==> config.mk <==
export PLATFORM = sky130hd
export DESIGN_NAME = alu_mul_seq
export DESIGN_NICKNAME = d
export VERILOG_FILES = /design/src/rtl/alu_mul_seq.sv
export SDC_FILE = /design/constraint.sdc
export NUM_CORES = 1
export LEC_CHECK = 0
export BUFFER_PORTS_ARGS = -buffer_cell sky130_fd_sc_hd__buf_2
export CORE_MARGIN = 1.5
export CORE_UTILIZATION = 45
export CTS_BUF_LIST = sky130_fd_sc_hd__clkbuf_4 sky130_fd_sc_hd__clkbuf_8
export DETAILED_ROUTE_END_ITERATION = 12
export GPL_TIMING_DRIVEN = 0
export PLACE_DENSITY = 0.72
export SYNTH_ARGS = -nofsm -noshare
export SYNTH_HDL_FRONTEND = slang
export SYNTH_SLANG_ARGS = --single-unit
==> constraint.sdc <==
create_clock -name i_clk -period 1.7 [get_ports i_clk]
set_clock_uncertainty 0.05 [all_clocks]
set_input_delay 0.17 -clock i_clk [delete_from_list [all_inputs] [get_ports i_clk]]
set_output_delay 0.17 -clock i_clk [all_outputs]
set_load 0.01 [all_outputs]
==> src/rtl/alu_mul_seq.sv <==
// Shift-and-add unsigned multiplier (8x8 / 16x16) that borrows the shared core ALU
// for one add per multiplier bit. The product is registered on entry to DONE.
module alu_mul_seq #(
  parameter logic CE_GATE = 1'b1
) (
  input  logic        i_clk,
  input  logic        i_rst_n,
  input  logic        i_ce,
  input  logic        i_start,
  input  logic        i_w16,
  input  logic [15:0] i_mcand,
  input  logic [15:0] i_mplier,
  output logic        o_busy,
  output logic        o_done,
  output logic [31:0] o_prod,
  output logic        o_alu_own,
  output logic [15:0] o_alu_l,
  output logic [15:0] o_alu_r,
  output logic [2:0]  o_alu_fstop,
  output logic [2:0]  o_alu_secop,
  output logic        o_alu_fc,
  output logic        o_alu_w16,
  output logic        o_alu_bcd,
  output logic        o_alu_ci,
  input  logic [15:0] i_alu_res,
  input  logic        i_alu_co
);

  typedef enum logic [1:0] {
    S_IDLE = 2'd0,
    S_RUN  = 2'd1,
    S_DONE = 2'd2
  } state_t;

  state_t      r_state;
  state_t      w_state_nx;
  logic [15:0] r_acc;
  logic [15:0] r_q;
  logic [15:0] r_mc;
  logic [3:0]  r_cnt;
  logic        r_wr;
  logic [31:0] r_prod;

  logic        w_adv;
  logic        w_load;
  logic        w_step;
  logic        w_last;
  logic [15:0] w_acc_nx;
  logic [15:0] w_q_nx;

  assign w_adv  = CE_GATE ? i_ce : 1'b1;
  assign w_load = w_adv && (r_state == S_IDLE) && i_start;
  assign w_step = w_adv && (r_state == S_RUN);
  assign w_last = w_step && (r_cnt == 4'd0);

  always_ff @(posedge i_clk) begin
    if (!i_rst_n) begin
      r_state <= S_IDLE;
    end else begin
      r_state <= w_state_nx;
    end
  end

  always_comb begin
    w_state_nx  = r_state;
    o_busy      = 1'b0;
    o_done      = 1'b0;
    o_alu_l     = 16'h0000;
    o_alu_r     = 16'h0000;
    o_alu_fstop = 3'b000;
    o_alu_secop = 3'b000;
    o_alu_fc    = 1'b0;
    o_alu_w16   = 1'b0;
    o_alu_bcd   = 1'b0;
    o_alu_ci    = 1'b0;
    case (r_state)
      S_IDLE: begin
        if (w_load) w_state_nx = S_RUN;
      end
      S_RUN: begin
        o_busy      = 1'b1;
        o_alu_l     = r_acc;
        o_alu_r     = r_q[0] ? r_mc : 16'h0000;
        o_alu_fstop = 3'b100;
        o_alu_secop = 3'b011;
        o_alu_w16   = r_wr;
        if (w_last) w_state_nx = S_DONE;
      end
      S_DONE: begin
        o_done = 1'b1;
        if (w_adv) w_state_nx = S_IDLE;
      end
      default: w_state_nx = S_IDLE;
    endcase
  end

  assign o_alu_own = o_busy;
  assign o_prod    = r_prod;

  // The ALU carry re-enters at the top of the active accumulator width.
  always_comb begin
    if (r_wr) begin
      w_acc_nx = {i_alu_co, i_alu_res[15:1]};
      w_q_nx   = {i_alu_res[0], r_q[15:1]};
    end else begin
      w_acc_nx = {8'h00, i_alu_co, i_alu_res[7:1]};
      w_q_nx   = {8'h00, i_alu_res[0], r_q[7:1]};
    end
  end

  always_ff @(posedge i_clk) begin
    if (!i_rst_n) begin
      r_acc  <= 16'h0000;
      r_q    <= 16'h0000;
      r_mc   <= 16'h0000;
      r_cnt  <= 4'd0;
      r_wr   <= 1'b0;
      r_prod <= 32'h0000_0000;
    end else if (w_load) begin
      r_acc <= 16'h0000;
      r_q   <= i_w16 ? i_mplier : {8'h00, i_mplier[7:0]};
      r_mc  <= i_w16 ? i_mcand : {8'h00, i_mcand[7:0]};
      r_wr  <= i_w16;
      r_cnt <= i_w16 ? 4'd15 : 4'd7;
    end else if (w_step) begin
      r_acc <= w_acc_nx;
      r_q   <= w_q_nx;
      if (w_last) begin
        r_prod <= r_wr ? {w_acc_nx, w_q_nx} : {16'h0000, w_acc_nx[7:0], w_q_nx[7:0]};
      end else begin
        r_cnt <= r_cnt - 4'd1;
      end
    end
  end

endmodule

==> impl_metrics.ini, run 1 <==
[run_status]
status = completed

[power]
vdd_drop_max_mv = 0.574
combPwrFrac = 0.184
powerDensity_mw_per_mm2 = 864
seqPwrFrac = 0.501
p_switching_mw = 1.22
intPower_mw = 3.13
p_sw_frac = 0.281
power_frac_clock = 0.315
p_leak_nw = 2.16

[critical_path]
critical_path_arrival_ns = 1.83
crit_required_ns = 1.86
critPathKind = flip-flop to flip-flop
worstPathMaxFanout = 10
crit_path_end_kind = flip-flop
cp-start-kind = flip-flop

[synthesis]
yosysUniqueCellTypes = 42
seq_area_frac_synth = 0.441
synthCells = 476
syn_area_per_cell_sq_um = 8.29
synth_ff_type = dfxtp_1
yosys-top-cells-count = dfxtp_1 (87), a21oi_1 (73), nand2_1 (63)
yosysMostFrequentCell = dfxtp_1
synth_area_leaders = dfxtp_1 (44%), a21oi_1 (9.3%), nand2_1 (6.0%)
ys_async_sr_fraction = 0
synth.largest_area_cell = dfxtp_1
syn_area_sq_mm = 0.00395
synth_seq_cells = 87
yosysWarnings = 0
synth_top_area_frac = 0.441
synth_edf_count = 0

[floorplan]
rows = 33
io_pins = 131
initial_core_util = 0.473
design.die.area_sq_mm = 0.00934
die-height_microns = 96.6
die_w_microns = 96.6
core_sq_mm = 0.00834

[clock_network]
clk_latency_ns = 0.35
cts_sinks = 87
root_buffer = clkbuf_8
clockBufferDepth = 2
clkTransAtPathRegs_ns = 0.08
holdBufCountCts = 0
cts-htree-levels = 3
cts_buffers = 9
cts_tree = yes

[layout]
num_antenna_cells = 0
final_nets = 675
fillers = 801
seqCellArea_sq_mm = 0.00175
area_growth_pct = 27.4
layout.cells.non_filler = 726
drive_above_1_share = 0.333
multi_input_area_sq_mm = 0.00195

[sta]
period_minus_slack_ns = 1.68
max_freq_mhz = 597
grt_setup_unrepaired = true
min_period_over_period = 0.986
slew_viol_final = 0
hold_slack_ns = 0.00941
tightestPinTransition_ns = 0.637
hold_violations = 0
max_slew_margin = 0.575
setup_viol = 0

[routing]
ant_nets = 0
via_count = 4005
dr.first_iter.drc_count = 160
finalWirelength_mm = 11.5
vias_per_cell = 5.52
drc = 0
wl_per_cell_microns = 15.8
drt_first_pass_iters = 4

[grt]
grt_pass1_wl_mm = 18.1
grt.total_usage = 0.238
overflow = 0
antenna_found_initial = 0
grt_pass1_vias = 3728
grt_max_degree = 18

[place]
place_hpwl_mm = 8.35
place.port_buffers = 123
gp_congestion = 0.851
dp_cells = 709

[job]
drv_cap = 0

[min_path]
hold_path.class = input pin to flip-flop
==> sequential cells by signal, indices dropped and copies added (netlist names) <==
signal,flops
r_mc,16
r_wr,1
o_prod,32
r_q,16
r_state,2
r_cnt,4
r_acc,16
==> power by group through the flow <==
| stage | Clock, mW | Sequential, mW | Combinational [mW] |
|---|---|---|---|
| floorplan | 0 | 2.21 | 0.459 |
| global placement | 0 | 2.22 | 0.683 |
| detailed placement | 0 | 2.22 | 0.697 |
| CTS | 1.37 | 2.17 | 0.720 |
| global route | 1.45 | 2.19 | 0.873 |
| finish | 1.37 | 2.18 | 0.800 |
==> cell families after synthesis <==
kind of cell             after synthesis  share of synthesized area
flip-flops                            87                      0.441
buffers and inverters                 62                     0.0869
AND/OR/NAND/NOR                      175                      0.233
adder cells (fa/ha/maj)                2                    0.00634
other                                  1                   0.000951
AO/OA/AOI/OAI                        137                      0.199
multiplexers                          12                     0.0317
==> cells in the final DEF, fill, tap and decap left out, types with 2 or more instances in the layout <==
| cell | count |
|---|---|
| a21oi_1 | 72 |
| and3_1 | 17 |
| nand4_1 | 17 |
| a311oi_1 | 6 |
| dfxtp_1 | 83 |
| dfxtp_2 | 3 |
| buf_6 | 8 |
| o21ai_0 | 15 |
| clkbuf_4 | 3 |
| o21ai_2 | 5 |
| nand3_1 | 40 |
| nor3_1 | 2 |
| clkbuf_8 | 9 |
| a31oi_1 | 8 |
| o21ai_1 | 11 |
| buf_2 | 142 |
| and2_1 | 19 |
| clkbuf_1 | 15 |
| nand4bb_1 | 2 |
| a311oi_2 | 3 |
| buf_4 | 18 |
| nand2_1 | 63 |
| a211oi_1 | 10 |
| mux2i_1 | 11 |
| conb_1 | 6 |
| inv_2 | 2 |
| nor2b_1 | 2 |
==> worst paths after layout <==
path / start / end / slack [ns] / depth (start not counted)
worst max register to register: r_cnt[0] / o_prod[21] / 0.02 / 7
worst min-delay path: i_mcand[1] / r_mc[1] / 0.009 / 3
worst max-delay path: r_cnt[0] / o_prod[21] / 0.02 / 7
worst min register to register: r_mc[8] / r_mc[8] / 0.40 / 2
==> layer usage <==
metal	GRT usage	wire, microns	share of wire	vias to the layer above
li1	-	-	-	1964
met1	0.309	5220	0.46	1885
met2	0.388	5310	0.46	138
met3	0.0549	771	0.067	18
met4	0.0792	161	0.014	0
met5	0	0	0	-
==> layout make-up <==
class,count,share of cell area
inverters,4,0.00299
clock inverters,2,0.00697
repair buffers,128,0.129
clock buffers,11,0.0276
well taps,105,0.0261
multi-input cells,332,0.389
flip-flops and latches,87,0.348
plain buffers,57,0.0704
==> metrics by stage <==
| step | utilization | setup slack [ns] | TNS [ns] | area, sq um | total power [mW] |
|---|---|---|---|---|---|
| 6_report | 0.603 | 0.0242 | 0 | 5030 | 4.35 |
| 5_1_grt | 0.603 | -0.0249 | -0.244 | 5030 | 4.52 |
| 4_1_cts | 0.590 | -0.00198 | -0.00198 | 4920 | 4.26 |
| 3_5_place_dp | 0.565 | -0.263 | -6.53 | 4710 | 2.92 |
| 3_3_place_gp | 0.565 | -0.284 | -7.16 | 4710 | 2.90 |
| 2_1_floorplan | - | 0.137 | 0 | 3960 | 2.67 |
==> timing repair <==
action / in CTS / in global routing
cloned: 0 / 1
gates resized for setup: 15 / 35
setup buffers: 1 / 3
endpoints found under the hold margin: 0 / 0
pin swaps: 0 / 1
setup endpoints to repair: 62 / 66
==> critical path, cell delays in order, from the launching register on <==
cell and delay (ns):
dfxtp_2 0.34, inv_2 0.08, ha_4 0.13, or3b_4 0.39
buf_6 0.15, buf_6 0.15, o21ai_0 0.15, a21oi_1 0.08
No activity file was read; power rests on OpenSTA's default activity.
==> run 2: changes to the inputs <==
Settings changed: CORE_ASPECT_RATIO from default to 0.8.
==> impl_metrics.ini, run 2 (synthesis gave the netlist of run 1 again) <==
[critical_path]
cp-start-kind = flip-flop
critPathKind = flip-flop to flip-flop
worstPathMaxFanout = 8
worst-r2r-setup-slack_ns = 0.00003
reg2reg_depth = 5
reg2reg_to = r_cnt[2]
reg2reg_from = r_cnt[1]
critical_path_arrival_ns = 1.88
crit_required_ns = 1.88
crit_path_end_kind = flip-flop

[routing]
dr.first_iter.drc_count = 303
drt_first_pass_iters = 5
finalWirelength_mm = 12.4
wl_per_cell_microns = 16.6
vias_per_cell = 5.55
drc = 0
via_count = 4149
ant_nets = 0

[clock_network]
clkTransAtPathRegs_ns = 0.09
clk_latency_ns = 0.36
cts_tree = yes
cts_sinks = 87
clockBufferDepth = 2
cts_buffers = 9
cts-htree-levels = 3
root_buffer = clkbuf_8

[floorplan]
rows = 30
die_w_microns = 108
core_sq_mm = 0.00848
design.die.area_sq_mm = 0.00934
io_pins = 131
initial_core_util = 0.465
die-height_microns = 86.7

[layout]
largest_register_ffs = 32
area_growth_pct = 32.9
drive_above_1_share = 0.333
num_antenna_cells = 0
final_cell_mix = buf_2 (138), dfxtp_1 (83), a21oi_1 (73)
final_common_cell = buf_2
final_nets = 687
final_util = 0.618

[grt]
grt_pass1_vias = 3880
antenna_found_initial = 0
grt.total_usage = 0.260
overflow = 0
grt_max_degree = 18
grt_pass1_wl_mm = 18.9

[place]
place.port_buffers = 123
gp_congestion = 0.847
place_hpwl_mm = 8.47

[sta]
period_minus_slack_ns = 1.70
fin_tns_setup_ns = 0
max_slew_margin = 0.626
hold_violations = 0
setup_viol = 0
tightestPinTransition_ns = 0.561
grt_setup_unrepaired = true
max_freq_mhz = 588
min_period_over_period = 1.00
slew_viol_final = 0

[job]
drv_cap = 0

[run_status]
status = completed

[power]
p_leak_nw = 2.25
vdd_drop_max_mv = 0.478
powerDensity_mw_per_mm2 = 866

[min_path]
min_from = i_mcand[8]
whs_endpoint = r_mc[8]
hold_depth = 3
hold_path.class = input pin to flip-flop
==> run 2: routing by layer <==
layer  GRT usage  share of wire  vias up
met4      0.0861          0.014        0
li1            -              -     1994
met2       0.412           0.45      205
met3      0.0639          0.080       16
met1       0.349           0.46     1934
met5           0              0        -
==> run 2: worst max-delay path by stage <==
stage	startpoint	slack (ns)	depth (start not counted)	end
after detailed placement	r_state[0]	-0.35	4	o_alu_l[14]
after global placement	r_state[0]	-0.30	4	o_alu_l[7]
after floorplan	r_cnt[0]	0.14	7	o_prod[24]
final	r_cnt[1]	0.00003	5	r_cnt[2]
after global routing	r_cnt[1]	-0.04	5	r_cnt[2]
after CTS	r_cnt[1]	0.002	7	o_prod[20]
==> run 2: final cells by class <==
class,instances,area [sq um]
Fill cell,774,3240
Multi-Input combinational cell,334,1960
Sequential cell,87,1750
Timing Repair Buffer,139,817
Buffer,56,364
Tap cell,112,140
Clock buffer,9,124
Clock inverter,7,71.3
Inverter,4,20.0
==> run 2: timing repair <==
action                     in CTS  in global routing
resized for setup              27                 34
cloned                          1                  5
pin swaps                       0                  3
setup endpoints to repair      74                 66
buffers inserted                2                  2
hold buffers                    8                  0
hold endpoints to repair        8                  0
==> run 2: power breakdown <==
part	switching (mW)	internal (mW)
registers	0.0674	2.11
clock network	0.783	0.685
logic	0.509	0.382
==> run 2: critical path: stages, from the launching register on <==
cell and delay [ns]:
dfxtp_4 0.38, inv_4 0.07, ha_4 0.15, or3b_4 0.50
a311oi_2 0.33, nor3_1 0.08
==> run 2: stage by stage <==
stage	cells	power, mW	setup WS [ns]	hold WS (ns)	instance area [sq um]
after floorplan	481	2.67	0.137	0.256	3960
after global placement	716	2.90	-0.295	0.361	4720
after detailed placement	716	2.92	-0.351	0.366	4720
after CTS	742	4.40	0.00198	0.00701	5080
after global routing	748	4.73	-0.0383	0.00852	5240
final	748	4.54	0.0000282	0.0172	5240
==> run 3: changes to the inputs <==
Clock period 1.7 ns to 2.1 ns, I/O delays scaled along.
==> impl_metrics.ini, run 3 (synthesis gave the netlist of run 1 again) <==
[layout]
num_antenna_cells = 0
final_nets = 672
fillers = 831
area_growth_pct = 25.1
multi_input_area_sq_mm = 0.00189
final_common_cell = buf_2
final_cell_mix = buf_2 (142), dfxtp_1 (87), a21oi_1 (73)
seqCellArea_sq_mm = 0.00174
drive_above_1_share = 0.303
largest_register_ffs = 32

[power]
vdd_drop_max_mv = 0.381
p_leak_nw = 2.14
powerDensity_mw_per_mm2 = 715

[min_path]
hold_depth = 3
hold_path.class = input pin to flip-flop
min_from = i_mcand[1]
whs_endpoint = r_mc[1]

[grt]
antenna_found_initial = 0
grt_max_degree = 16
grt_pass1_vias = 3785
grt_pass1_wl_mm = 18.5
grt.total_usage = 0.255
overflow = 0

[clock_network]
clkTransAtPathRegs_ns = 0.09
cts_tree = yes
root_buffer = clkbuf_8
cts-htree-levels = 3
cts_buffers = 9
clk_latency_ns = 0.36
cts_sinks = 87
clockBufferDepth = 2

[sta]
slew_viol_final = 0
grt_setup_unrepaired = false
period_minus_slack_ns = 1.96
finalWorstSetupSlack_ns = 0.136
max_slew_margin = 0.643
max_freq_mhz = 509
min_period_over_period = 0.935
hold_violations = 0
setup_viol = 0
fin_tns_setup_ns = 0
tightestPinTransition_ns = 0.535

[routing]
dr.first_iter.drc_count = 328
vias_per_cell = 5.47
ant_nets = 0
wl_per_cell_microns = 16.0
via_count = 4010
drc = 0
drt_first_pass_iters = 5
finalWirelength_mm = 11.7

[critical_path]
crit_path_end_kind = output pin
worstPathCellList = nor2b_4, clkbuf_2, and3_1, buf_2
cp-start-kind = flip-flop
cpPeakStageDelay_ns = 0.48
crit_required_ns = 1.84
critPathKind = flip-flop to output pin
worstPathMaxFanout = 10
worst-r2r-setup-slack_ns = 0.20
critical_path_arrival_ns = 1.70
reg2reg_depth = 6
slowest_stage = dfxtp_1
reg2reg_to = o_prod[13]
reg2reg_from = r_cnt[0]

[floorplan]
rows = 30
die-height_microns = 86.7
initial_core_util = 0.465
die_w_microns = 108
io_pins = 131
core_sq_mm = 0.00848
design.die.area_sq_mm = 0.00934

[job]
drv_cap = 0

[place]
gp_congestion = 0.847
dp_slack_ns = 0.00921
place_hpwl_mm = 8.47
place.port_buffers = 123

[run_status]
status = completed
-- run 3: critical path: cells and delay by family, from the launching register on --
kind | cells | cell delay, ns
and+or+nand+nor | 2 | 0.46
DFF | 1 | 0.48
buffers and inverters | 2 | 0.41
-- run 3: how the worst max path moves through the flow --
stage | from | endpoint | slack [ns] | cells after the start
5_1_grt | r_state[0] | o_alu_r[14] | 0.02 | 4
2_1_floorplan | r_cnt[0] | o_prod[24] | 0.54 | 7
4_1_cts | r_state[0] | o_alu_r[14] | 0.05 | 4
6_report | r_state[0] | o_alu_r[14] | 0.14 | 4
3_3_place_gp | r_state[0] | o_alu_l[7] | 0.06 | 4
3_5_place_dp | r_state[0] | o_alu_l[14] | 0.009 | 4
-- run 3: metal layers --
| layer | vias to the layer above | GRT usage | part of all wire |
|---|---|---|---|
| met4 | 0 | 0.0742 | 0.013 |
| met2 | 201 | 0.397 | 0.43 |
| li1 | 1956 | - | - |
| met5 | - | 0 | 0 |
| met1 | 1832 | 0.352 | 0.47 |
| met3 | 21 | 0.0609 | 0.085 |
-- run 3: cell type report --
| cell class | count | area share |
|---|---|---|
| multi-input combinational | 332 | 0.382 |
| inverter | 4 | 0.00304 |
| clock inverter | 7 | 0.0145 |
| buffer | 58 | 0.0672 |
| tap | 112 | 0.0284 |
| sequential | 87 | 0.353 |
| timing repair buffer | 124 | 0.126 |
| clock buffer | 9 | 0.0251 |
-- run 3: stage by stage --
step           total power [mW]  instance area [sq um]   util  std cells  hold WS [ns]
2_1_floorplan              2.16                   3960      -        481         0.296
3_3_place_gp               2.35                   4720  0.556        716         0.384
3_5_place_dp               2.36                   4720  0.556        716         0.393
4_1_cts                    3.52                   4930  0.581        732       0.00959
5_1_grt                    3.68                   4930  0.582        733        0.0208
6_report                   3.53                   4930  0.582        733        0.0201
-- run 3: timing repair --
action / in CTS / in global routing
hold buffers: 0 / 0
resized for setup: 5 / 0
setup buffers: 0 / 1
endpoints found under the setup margin: 33 / 25
endpoints found under the hold margin: 0 / 0
-- run 3: where the power goes --
| part | internal, mW | switching, mW | total (mW) |
|---|---|---|---|
| Combinational | 0.221 | 0.366 | 0.587 |
| Clock | 0.554 | 0.625 | 1.18 |
| Sequential | 1.71 | 0.0484 | 1.76 |
| Total | 2.49 | 1.04 | 3.53 |
